[config.mk]
export PLATFORM = sky130hd
export DESIGN_NAME = mem_access_unit
export DESIGN_NICKNAME = d
export VERILOG_FILES = /design/src/rtl/mem_access_unit.sv
export SDC_FILE = /design/constraint.sdc
export NUM_CORES = 1
export LEC_CHECK = 0
export BUFFER_PORTS_ARGS = -buffer_cell sky130_fd_sc_hd__buf_2
export CAP_MARGIN = 5
export CORE_AREA = 2 2 170 172
export DETAILED_ROUTE_END_ITERATION = 16
export DIE_AREA = 0 0 172 174
export PLACE_DENSITY_LB_ADDON = 0.25
export SLEW_MARGIN = 15
export SYNTH_ARGS = -nofsm -noshare
export SYNTH_HDL_FRONTEND = slang
export SYNTH_SLANG_ARGS = --single-unit
[constraint.sdc]
create_clock -name clk -period 12.85 [get_ports clk]
set_input_delay 2.57 -clock clk [delete_from_list [all_inputs] [get_ports clk]]
set_output_delay 2.57 -clock clk [all_outputs]
set_load 0.02 [all_outputs]
[src/rtl/mem_access_unit.sv]
// MEM stage of the pipeline: decodes loads/stores from EX-MEM, runs one req/gnt/rvalid bus
// access at a time, holds upstream while it is in flight and registers the MEM-WB result.
module mem_access_unit #(
   parameter int unsigned TIMEOUT_CYCLES = 255
) (
   input  logic        clk,
   input  logic        rst,
   input  logic [31:0] inst_i,
   input  logic [31:0] inst_addr_i,
   input  logic [31:0] reg_wdata_i,
   input  logic        reg_we_i,
   input  logic [4:0]  reg_waddr_i,
   input  logic [31:0] mem_addr_i,
   input  logic [1:0]  mem_raddr_index_i,
   input  logic [1:0]  mem_waddr_index_i,
   input  logic [31:0] reg2_rdata_i,
   output logic        dbus_req_o,
   output logic        dbus_we_o,
   output logic [31:0] dbus_addr_o,
   output logic [31:0] dbus_wdata_o,
   output logic [3:0]  dbus_be_o,
   input  logic        dbus_gnt_i,
   input  logic        dbus_rvalid_i,
   input  logic [31:0] dbus_rdata_i,
   output logic        stall_o,
   output logic [31:0] inst_o,
   output logic [31:0] inst_addr_o,
   output logic [31:0] reg_wdata_o,
   output logic        reg_we_o,
   output logic [4:0]  reg_waddr_o,
   output logic        misalign_o,
   output logic        bus_err_o
);

   localparam logic [31:0] INST_NOP     = 32'h0000_0013;
   localparam logic [6:0]  OPC_LOAD     = 7'b000_0011;
   localparam logic [6:0]  OPC_STORE    = 7'b010_0011;
   localparam logic [15:0] TIMEOUT_LAST = (TIMEOUT_CYCLES == 0) ? 16'd0 : 16'(TIMEOUT_CYCLES - 1);

   typedef enum logic [1:0] {IDLE, REQ, RESP, DONE} state_t;

   state_t      state_reg;
   logic [15:0] cnt_reg;
   logic [2:0]  f3_reg;
   logic [1:0]  idx_reg;
   logic [4:0]  rd_reg;
   logic [31:0] inst_reg;
   logic [31:0] pc_reg;
   logic [31:0] alu_reg;
   logic [31:0] load_data_reg;
   logic        abort_reg;

   logic [6:0]  opcode;
   logic [2:0]  funct3;
   logic        is_load;
   logic        is_store;
   logic        access_ok;
   logic        mem_valid;
   logic        mem_bad;
   logic [1:0]  acc_idx;
   logic [3:0]  acc_be;
   logic [31:0] st_wdata;
   logic [7:0]  rd_byte [4];
   logic [15:0] rd_half [2];
   logic [7:0]  byte_sel;
   logic [15:0] half_sel;
   logic [31:0] load_ext;
   logic        timeout_hit;
   logic        unused_addr_bits;

   assign opcode   = inst_i[6:0];
   assign funct3   = inst_i[14:12];
   assign is_load  = (opcode == OPC_LOAD);
   assign is_store = (opcode == OPC_STORE);

   // The word address drops the low bits; the byte position comes from the index inputs.
   assign unused_addr_bits = ^mem_addr_i[1:0];

   always_comb begin
      access_ok = 1'b0;
      if (is_load) begin
         case (funct3)
            3'b000, 3'b100: access_ok = 1'b1;
            3'b001, 3'b101: access_ok = ~mem_raddr_index_i[0];
            3'b010:         access_ok = (mem_raddr_index_i == 2'b00);
            default:        access_ok = 1'b0;
         endcase
      end else if (is_store) begin
         case (funct3)
            3'b000:  access_ok = 1'b1;
            3'b001:  access_ok = ~mem_waddr_index_i[0];
            3'b010:  access_ok = (mem_waddr_index_i == 2'b00);
            default: access_ok = 1'b0;
         endcase
      end
   end

   assign mem_valid = (is_load | is_store) & access_ok;
   assign mem_bad   = (is_load | is_store) & ~access_ok;

   always_comb begin
      acc_idx  = is_store ? mem_waddr_index_i : mem_raddr_index_i;
      acc_be   = 4'b1111;
      st_wdata = reg2_rdata_i;
      case (funct3[1:0])
         2'b00: begin
            acc_be   = 4'b0001 << acc_idx;
            st_wdata = {4{reg2_rdata_i[7:0]}};
         end
         2'b01: begin
            acc_be   = 4'b0011 << acc_idx;
            st_wdata = {2{reg2_rdata_i[15:0]}};
         end
         default: begin
            acc_be   = 4'b1111;
            st_wdata = reg2_rdata_i;
         end
      endcase
   end

   genvar gi;
   for (gi = 0; gi < 4; gi++) begin : g_byte_lane
      assign rd_byte[gi] = dbus_rdata_i[8*gi +: 8];
   end
   for (gi = 0; gi < 2; gi++) begin : g_half_lane
      assign rd_half[gi] = dbus_rdata_i[16*gi +: 16];
   end

   // Extraction uses the latched size and byte index, since inst_i may be a new op by then.
   always_comb begin
      byte_sel = rd_byte[idx_reg];
      half_sel = rd_half[idx_reg[1]];
      case (f3_reg)
         3'b000:  load_ext = {{24{byte_sel[7]}}, byte_sel};
         3'b100:  load_ext = {24'd0, byte_sel};
         3'b001:  load_ext = {{16{half_sel[15]}}, half_sel};
         3'b101:  load_ext = {16'd0, half_sel};
         default: load_ext = dbus_rdata_i;
      endcase
   end

   assign timeout_hit = (TIMEOUT_CYCLES != 0) && (cnt_reg >= TIMEOUT_LAST);

   assign stall_o = ~rst & (((state_reg == IDLE) & mem_valid) | (state_reg == REQ) | (state_reg == RESP));

   always_ff @(posedge clk or posedge rst) begin
      if (rst) begin
         state_reg     <= IDLE;
         cnt_reg       <= 16'd0;
         f3_reg        <= 3'd0;
         idx_reg       <= 2'd0;
         rd_reg        <= 5'd0;
         inst_reg      <= 32'd0;
         pc_reg        <= 32'd0;
         alu_reg       <= 32'd0;
         load_data_reg <= 32'd0;
         abort_reg     <= 1'b0;
         dbus_req_o    <= 1'b0;
         dbus_we_o     <= 1'b0;
         dbus_addr_o   <= 32'd0;
         dbus_wdata_o  <= 32'd0;
         dbus_be_o     <= 4'd0;
         inst_o        <= INST_NOP;
         inst_addr_o   <= 32'd0;
         reg_wdata_o   <= 32'd0;
         reg_we_o      <= 1'b0;
         reg_waddr_o   <= 5'd0;
         misalign_o    <= 1'b0;
         bus_err_o     <= 1'b0;
      end else begin
         misalign_o <= 1'b0;
         bus_err_o  <= 1'b0;
         case (state_reg)
            IDLE: begin
               if (mem_valid) begin
                  dbus_req_o   <= 1'b1;
                  dbus_we_o    <= is_store;
                  dbus_addr_o  <= {mem_addr_i[31:2], 2'b00};
                  dbus_wdata_o <= st_wdata;
                  dbus_be_o    <= acc_be;
                  f3_reg       <= funct3;
                  idx_reg      <= acc_idx;
                  rd_reg       <= reg_waddr_i;
                  inst_reg     <= inst_i;
                  pc_reg       <= inst_addr_i;
                  alu_reg      <= reg_wdata_i;
                  abort_reg    <= 1'b0;
                  cnt_reg      <= 16'd0;
                  inst_o       <= INST_NOP;
                  reg_we_o     <= 1'b0;
                  state_reg    <= REQ;
               end else begin
                  inst_o      <= inst_i;
                  inst_addr_o <= inst_addr_i;
                  reg_wdata_o <= reg_wdata_i;
                  reg_waddr_o <= reg_waddr_i;
                  reg_we_o    <= reg_we_i & ~mem_bad;
                  misalign_o  <= mem_bad;
               end
            end
            REQ: begin
               if (dbus_gnt_i) begin
                  dbus_req_o <= 1'b0;
                  cnt_reg    <= cnt_reg + 16'd1;
                  state_reg  <= dbus_we_o ? DONE : RESP;
               end else if (timeout_hit) begin
                  dbus_req_o <= 1'b0;
                  bus_err_o  <= 1'b1;
                  abort_reg  <= 1'b1;
                  state_reg  <= DONE;
               end else begin
                  cnt_reg <= cnt_reg + 16'd1;
               end
            end
            RESP: begin
               if (dbus_rvalid_i) begin
                  load_data_reg <= load_ext;
                  state_reg     <= DONE;
               end else if (timeout_hit) begin
                  bus_err_o <= 1'b1;
                  abort_reg <= 1'b1;
                  state_reg <= DONE;
               end else begin
                  cnt_reg <= cnt_reg + 16'd1;
               end
            end
            DONE: begin
               inst_o      <= inst_reg;
               inst_addr_o <= pc_reg;
               reg_waddr_o <= rd_reg;
               reg_wdata_o <= dbus_we_o ? alu_reg : load_data_reg;
               // Stores, aborted loads and loads to x0 retire without a register write.
               reg_we_o    <= ~dbus_we_o & ~abort_reg & (rd_reg != 5'd0);
               abort_reg   <= 1'b0;
               state_reg   <= IDLE;
            end
            default: state_reg <= IDLE;
         endcase
      end
   end

endmodule

==> results.yml <==
status:
  status: "complete, no violations"
floorplanning:
  die_w_microns: 172
  die-area_sq_um: 29900
  fp.coreArea_sq_um: 28200
  start_util_pct: 52.0
  die_y_microns: 174
  rows: 62
  ioPinCount: 381
min_path:
  min_from: "dbus_addr_o[10]$_DFFE_PP0P_"
  whs_endpoint: "dbus_addr_o[10]$_DFFE_PP0P_"
  hold_path_class: "register to register"
  min_path_cells: 2
cts:
  cts_tree: "yes"
  ctsHoldBuffers: 0
  post_cts.repair.setup_buffers: 0
  clkTransAtPathRegs_ps: 60
  htree_levels: 2
  insertion_delay_ps: 510
  root_buffer: "clkbuf_16"
  clock_path_buffers: 3
  cts_sinks: 326
  cts_resized: 0
  numCtsBuffers: 36
timing:
  max_slew_margin_pct: 28.3
  fin_skew_ps: 10.2
  whs_ps: 462
  fmax_mhz: 138
  finalHoldViolations: 0
  setup_ws_ps: 5590
  min_period_ps: 7260
  setup_viol_count_final: 0
  fin_tns_setup_ps: 0
  fin_crit_sh_pct: 56.5
  worstMarginPinSlew_ps: 1070
  rsz0062_at_grt: "no"
  slew_viol_final: 0
yosys:
  yosysWarningCount: 0
  synth-seq-cells: 326
  synthCells: 1617
  synth_top_family_by_area: "simple AND/OR/NAND/NOR gates"
  synth_compound_area_share_pct: 12.7
  synthSimpleGateAreaFrac_pct: 19.5
  syn-cell-area_sq_um: 14700
  post-synth-top-area-cell: "dfrtp_1"
  avgSynthCellArea_sq_um: 9.09
  synth-xor-area-share_pct: 0
  synth_seq_area_share_pct: 55.5
  synthTopCellsByArea: "dfrtp_1, nand2_1, mux2i_1, o21ai_0, a21oi_1"
  ys_types: 52
  synth_mux_area_share_pct: 7.94
  synth_top_area_share_pct: 55.0
  synthAdderAreaFrac_pct: 0.596
cells_and_area:
  finalNetCount: 2153
  final_core_util_pct: 63.5
  area_delta_synth_final_pct: 21.9
  fillers: 2442
  layout.cells.non_filler: 2352
  drive_above_1_share_pct: 23.9
  final_area_sq_um: 17900
  final_cell_mix: "nand2_1, buf_2, dfrtp_1, o21ai_0, mux2i_1"
  layout_commonest_cell: "nand2_1"
routing:
  totalWireLength_mm: 40.5
  vias: 12620
  vias_per_cell: 5.37
  post-route-drc-count: 0
  drt_iter0_markers: 979
  first_pass_iters: 8
  avgRoutedWirePerCell_microns: 17.2
  antenna_left: 0
pwr:
  p_switching_mw: 1.56
  intPower_mw: 2.44
  ir_drop_uv: 179
  p_comb_share_pct: 36.1
  cellLeakagePower_nw: 9.16
  switching_share_pct: 39.0
  power_mw: 4.00
  seqPwrFrac_pct: 38.3
  cellPowerDensity_nw_per_um2: 223
  p_clk_share_pct: 25.7
critical_path:
  critical_path.max_fanout: 31
  regToRegSetupSlack_ps: 9030
  endpoint_kind: "primary output"
  crit_family: "compound AO/OA/AOI/OAI gates"
  r2r_cells: 9
  crit_buf_inv: 2
  critical_path_arrival_ps: 4690
  r2r-start: "state_reg[0]$_DFFE_PP0P_"
  worstPathCellList: "buf_2 -> o21a_1 -> o31ai_2 -> nand4_1 -> a21oi_1 -> buf_2"
  r2r-end: "dbus_req_o$_DFFE_PP0P_"
  crit_path_frequent_cell: "buf_2"
  crit_type: "input port to primary output"
  worst_path_max_delay_cell: "nand4_1"
  required_ps: 10280
  start_kind: "input port"
  crit_path_max_incr_delay_ps: 690
run:
  drv_cap: 0
place:
  dp_slack_ps: 5590
  dp_cells: 2286
  hpwl_mm: 27.5
  place_area_sq_um: 16700
  numPortBuffers: 376
  gp_congestion: 0.859
global_route:
  grt_pass1_wl_mm: 64.6
  grt_pass1_vias: 12187
  antenna_found_initial: 7
  gr-total-overflow: 0
  grt_max_degree: 119
  grtUsageTotal_pct: 27.1
==> cell families after synthesis <==
family          count (synthesis)
other cells                     1
mux                           114
buf+inv                       120
flops                         326
simple gates                  727
compound gates                322
fa+ha+maj                       7
==> power by group through the flow <==
stage               logic [mW]  clock network, mW  registers [mW]
floorplan                0.761                  0            1.76
global placement          1.42                  0            1.53
detailed placement        1.45                  0            1.54
CTS                       1.45               1.04            1.53
global route              1.61               1.08            1.57
finish                    1.44               1.03            1.53
==> routing by layer <==
metal  part of all wire, %  GRT usage [%]  up-vias
li1                      -              -     6069
met1                    42           35.3     6039
met2                    48           44.8      425
met3                   7.1           6.58       85
met4                   3.0           8.75        2
met5                 0.032              0        -
==> worst max-delay path by stage <==
stage / startpoint / endpoint / cells past startpoint
6_report: inst_i[13] / stall_o / 6
5_1_grt: inst_i[13] / stall_o / 6
4_1_cts: inst_i[13] / stall_o / 6
3_5_place_dp: inst_i[13] / stall_o / 6
3_3_place_gp: inst_i[13] / stall_o / 6
2_1_floorplan: rst / abort_reg$_DFFE_PP0P_ / 1
==> worst min-delay path: stages (launching register included) <==
cell and delay [ps]:
dfrtp_1 340, nand2_1 50, nand2_1 50
==> area by class of cell <==
type / instances / area, sq um / area share (%)
tap: 384 / 480 / 2.68
inverter: 13 / 56.3 / 0.314
timing repair buffer: 391 / 2000 / 11.2
antenna: 6 / 15.0 / 0.0838
multi-input combinational: 1172 / 6040 / 33.7
clock buffer: 50 / 1030 / 5.78
clock inverter: 10 / 128 / 0.712
sequential: 326 / 8160 / 45.6
==> synth_stat cells (all sizes together) <==
cell	n
a41oi	6
mux2i	103
nand2b	11
nand3	9
o31a	2
a221oi	1
clkbuf	59
nor4	7
or4	1
mux4	1
buf	48
a222oi	6
o21a	3
a21o	1
o311a	1
mux2	10
a21oi	70
inv	13
dfstp	3
and2	5
o31ai	17
o211ai	2
nand4	9
o21ai	164
conb	1
or3	3
o311ai	1
a311oi	1
nor2b	3
o41ai	2
nor2	77
a2111oi	1
and3	2
nor3	10
dfrtp	323
o22ai	3
o21bai	1
ha	7
nand2	590
a22oi	25
a31oi	14
a2bb2oi	1
Power figures use the tool's default switching activity.
